[src/rtl/uart_tx.sv]
// uart_tx: asynchronous serial transmitter.
// Accepts a byte on a level-sensitive start/ready handshake and sends it on tx as
// start bit, 8 data bits LSB first, optional parity bit, then 1 or 2 stop bits.
//
// Ports:
//   clk   - system clock, rising edge
//   rst   - asynchronous active-high reset
//   start - request to send data (level-sensitive, only looked at while idle)
//   data  - byte to send, sampled on the accepting edge only
//   tx    - serial line, idle high, registered
//   ready - high while idle and able to accept a byte, registered
module uart_tx #(
    parameter int unsigned CLKS_PER_BIT = 868,
    parameter int unsigned PARITY       = 0,  // 0 none, 1 odd, 2 even
    parameter int unsigned STOP_BITS    = 1
) (
    input  logic       clk,
    input  logic       rst,
    input  logic       start,
    input  logic [7:0] data,
    output logic       tx,
    output logic       ready
);

    if (CLKS_PER_BIT < 2 || PARITY > 2 || (STOP_BITS != 1 && STOP_BITS != 2)) begin : gen_param_check
        $fatal(1, "uart_tx: illegal parameter combination");
    end

    localparam int unsigned        TIMER_W   = $clog2(CLKS_PER_BIT);
    localparam logic [TIMER_W-1:0] TIMER_MAX = TIMER_W'(CLKS_PER_BIT - 1);
    localparam logic               LAST_STOP = 1'(STOP_BITS - 1);

    typedef enum logic [2:0] {
        StIdle,
        StStart,
        StData,
        StPar,
        StStop
    } state_t;

    state_t             state;
    logic [TIMER_W-1:0] timer;
    logic [2:0]         bit_idx;
    logic [7:0]         shift;
    logic               par_bit;
    logic               stop_cnt;
    logic               bit_done;

    assign bit_done = (timer == TIMER_MAX);

    always_ff @(posedge clk or posedge rst) begin
        if (rst) begin
            state    <= StIdle;
            timer    <= '0;
            bit_idx  <= '0;
            shift    <= '0;
            par_bit  <= 1'b0;
            stop_cnt <= 1'b0;
            tx       <= 1'b1;
            ready    <= 1'b1;
        end else begin
            // Bit timer free-runs in every non-idle state and wraps at the end of a bit.
            if (state != StIdle) begin
                timer <= bit_done ? '0 : timer + TIMER_W'(1);
            end

            case (state)
                StIdle: begin
                    if (start) begin
                        shift   <= data;
                        // Parity is fixed at accept time so mid-frame data changes are harmless.
                        par_bit <= (PARITY == 1) ? ~^data : ^data;
                        state   <= StStart;
                        tx      <= 1'b0;
                        ready   <= 1'b0;
                    end
                end
                StStart: begin
                    if (bit_done) begin
                        state   <= StData;
                        bit_idx <= '0;
                        tx      <= shift[0];
                    end
                end
                StData: begin
                    if (bit_done) begin
                        if (bit_idx == 3'd7) begin
                            if (PARITY != 0) begin
                                state <= StPar;
                                tx    <= par_bit;
                            end else begin
                                state    <= StStop;
                                stop_cnt <= 1'b0;
                                tx       <= 1'b1;
                            end
                        end else begin
                            bit_idx <= bit_idx + 3'd1;
                            tx      <= shift[bit_idx + 3'd1];
                        end
                    end
                end
                StPar: begin
                    if (bit_done) begin
                        state    <= StStop;
                        stop_cnt <= 1'b0;
                        tx       <= 1'b1;
                    end
                end
                StStop: begin
                    if (bit_done) begin
                        if (stop_cnt == LAST_STOP) begin
                            state <= StIdle;
                            ready <= 1'b1;
                            tx    <= 1'b1;
                        end else begin
                            stop_cnt <= stop_cnt + 1'b1;
                        end
                    end
                end
                default: begin
                    state <= StIdle;
                    tx    <= 1'b1;
                    ready <= 1'b1;
                end
            endcase
        end
    end

endmodule

[config.mk]
export PLATFORM = sky130hd
export DESIGN_NAME = uart_tx
export DESIGN_NICKNAME = d
export VERILOG_FILES = /design/src/rtl/uart_tx.sv
export SDC_FILE = /design/constraint.sdc
export NUM_CORES = 1
export LEC_CHECK = 0
export CAP_MARGIN = 30
export CORE_UTILIZATION = 40
export DETAILED_ROUTE_END_ITERATION = 16
export GPL_TIMING_DRIVEN = 1
export PLACE_DENSITY = 0.57
export SLEW_MARGIN = 15
export SYNTH_ARGS = -nofsm -noshare
export SYNTH_HDL_FRONTEND = slang
export SYNTH_SLANG_ARGS = --single-unit
[constraint.sdc]
create_clock -name clk -period 5.7 [get_ports clk]
set_input_delay 1.14 -clock clk [delete_from_list [all_inputs] [get_ports clk]]
set_output_delay 1.14 -clock clk [all_outputs]
set_load 0.02 [all_outputs]
==> results.txt <==
----------------------------------------------------
[Outcome]
  Outcome ... finished clean

[Logic synthesis]
  Avg Synthesized Cell Area ... 11.0 um^2
  Most used flip-flop cell after synthesis ... dfrtp_1
  Sequential area share after synthesis ... 46.8%
  Cell area after technology mapping ... 1400 um^2
  Count of mapped cells out of synthesis ... around 130
  Flop and latch count out of synthesis ... 26
  Syn_nets ... 141
  Share of synthesized flip-flops with an asynchronous set or reset ... 100%
  Post-synth EDFFs ... 0
  Distinct cells, synth ... 40
  Synth warnings ... 0

[Global route]
  Via count of the first global-routing pass ... 993
  First-pass GRT wire length ... between 4000 and 5000 um
  Global-route total usage across every layer ... between 10% and 20%
  Number of antenna violations at the first check in global routing ... 0
  Pin count of the biggest net entering global routing ... 17
  Congestion Overflow GR ... 0

[Critical path]
  Bufs and invs on worst path ... 1
  Req. time, crit path ... 4.56 ns
  Cell-by-cell trace of the critical path ... clkdlybuf4s50_1
  Length in cells of the worst reg-to-reg path ... 4
  Cell with the largest stage delay on the worst path ... clkdlybuf4s50_1
  Crit path launch type ... flip-flop
  CP top delay family ... buffers and inverters
  Start-to-end type of the worst setup path ... flip-flop to output pin
  Start of the worst register-to-register path ... timer[4]
  Critical path endpoint category ... output pin
  Crit path max fanout ... 3
  Arrival time at the worst endpoint ... around 1.5 ns
  Setup slack of the worst register-to-register path ... 3.40 ns
  Longest individual stage delay on the worst path ... 0.61 ns
  End of the worst register-to-register path ... bit_idx[0]

[Min path]
  HP Start ... shift[3]
  Endpoint of the worst hold path ... shift[3]
  Worst hold path class ... flip-flop to flip-flop
  Number of stages on the worst hold path ... 1

[Placed design]
  Buffers added on ports ... 12
  Placer congestion estimate ... 0.721
  Detailed Place HPWL ... 1930 um

[Power]
  Static Leak ... 0.674 nW
  Power per cell area ... between 300 and 400 nW/um^2
  Total Power Consumption ... 504 uW
  Peak VDD IR ... 0.000145 V

[Timing]
  Setup TNS ... 0 ns
  Slew Viols, Final ... 0
  Period Utilization, post-route ... between 40% and 50%
  Post-route worst hold slack ... 0.524 ns
  Max transition margin ... 53.5%
  Worst slew pin tran ... between 0.6 and 0.7 ns
  Final hold viol count ... 0
  Peak Freq ... 0.376 GHz
  Time the worst path needs with I/O delays and setup ... 2.66 ns
  Final setup vio count ... 0
  Setup repair after global routing missed its margin ... false
  Clock skew after layout ... 0.00557 ns

[Cells and area]
  Area Growth Syn to Fin ... 14.5%
  NumNets Final ... 154
  Share of cells above drive strength 1 ... 18.7%
  Diode insertion count for antenna repair ... 0

[Floorplan]
  Die ar. ... about 3700 um^2
  CORE AREA ... 3340 um^2
  Chip width ... 61.1 um
  Starting utilization of the core area ... 41.8%
  Die boundary height ... roughly 61 um
  Total I/O pin count ... 13
  Standard-cell row count ... 21

[Detailed routing]
  Final routed wirelength across all metal layers ... 2660 um
  DR pass1 iterations ... 4
  Final routed DRC violation total ... 0
  First DRT Iteration DRCs ... 18
  Routed wire per std cell ... about 14 um
  Post-DRT Antenna Nets ... 0
  Ratio of routed vias to standard cells ... 5.55
  Number of vias after detailed routing ... 1027

[Clock network]
  Number of hold-repair buffers added at the cts stage ... 0
  Clock Sink Count ... 26
  Number of H-tree levels ... 1
  CTS Buf Count ... 3
  CTS root buf ... clkbuf_4
  Clk_lat worst skew ... 0.33 ns
  Clock tree from TritonCTS ... yes
  Maximum clock path buffer count ... 2
  Number of instances resized during post-cts repair ... 0
  Post-CTS setup buffer count ... 0
  Clock transition time at the flip-flop clock pins of the worst setup and hold paths ... between 0.1 and 0.15 ns

[Flow run]
  Maximum capacitance violations ... 0

----------------------------------------------------
-- area by class of cell --
| class | count | area (um^2) |
|---|---|---|
| Tap cell | 46 | 57.6 |
| Sequential cell | 26 | 653 |
| Timing Repair Buffer | 13 | 135 |
| Fill cell | 319 | 1740 |
| Clock buffer | 4 | 36.3 |
| Inverter | 3 | 11.3 |
| Multi-Input combinational cell | 93 | 704 |
-- placed cells by master (no fill, tap or decap), types with 3 or more instances in the layout --
master	synthesis	layout
clkbuf_4	0	3
clkdlybuf4s50_1	0	12
dfrtp_1	24	24
ha_1	3	3
inv_1	3	3
mux2_2	10	10
mux2_4	3	3
nand2_1	9	9
nand4_1	3	3
nor2_1	9	9
nor2b_1	4	4
nor3_1	6	6
nor3b_1	3	3
o21ai_0	5	5
xnor2_1	5	5
-- worst max path at each step --
stage	start	end	slack, ns	cells after the start
5_1_grt	tx	tx	2.99	1
4_1_cts	tx	tx	3.02	1
3_5_place_dp	start	shift[2]	2.82	3
6_report	tx	tx	3.04	1
3_3_place_gp	start	shift[0]	2.83	3
2_1_floorplan	start	shift[0]	3.33	3
-- power breakdown --
| group | internal, mW | switching (mW) | total [mW] |
|---|---|---|---|
| Combinational | 0.0736 | 0.0581 | 0.132 |
| Clock | 0.0392 | 0.0579 | 0.0971 |
| Sequential | 0.230 | 0.0454 | 0.275 |
| Total | 0.343 | 0.161 | 0.504 |
-- stage by stage --
step                setup slack (ns)  cells  utilization (%)  instance area, um^2
global route                    2.99    185             47.9                 1600
floorplan                       3.33    127                -                 1400
detailed placement              2.82    181             46.8                 1560
finish                          3.04    185             47.9                 1600
CTS                             3.02    185             47.9                 1600
global placement                2.83    180             46.3                 1550
-- state kept, by name (all words and copies together), names as in the netlist --
register	flops
timer	10
shift	8
bit_idx	3
state	3
ready	1
tx	1
-- logic make-up (layout without fill, tap and decap cells) --
family	count (synthesis)	after routing	synth area share [%]
AOI/OAI and AO/OA	22	22	11.3
muxes	14	14	12.9
DFF	26	26	46.8
buffers and inverters	8	20	2.69
xor gates and xnor gates	7	7	4.39
adders and majority gates	3	3	2.69
and+or+nand+nor	47	47	19.2
-- routing by layer --
metal | GRT usage, % | share of wire [%] | up-vias
li1 | - | - | 492
met1 | 22.3 | 50 | 508
met2 | 24.2 | 44 | 21
met3 | 2.73 | 3.2 | 6
met4 | 9.74 | 2.0 | 0
met5 | 0 | 0 | -
-- cell usage after synthesis, drive strengths merged (3+ instances only) --
master,n,share of area [%]
o21ai,5,1.8
ha,3,2.7
dfrtp,24,43
nand2,9,2.4
nor2,9,2.4
clkbuf,4,1.1
nor3,6,2.2
nand4,3,1.3
inv,3,0.81
mux2,13,11
nor2b,4,1.8
xnor2,5,3.1
or4b,3,2.4
nor3b,3,1.6
Power figures use the tool's default switching activity.
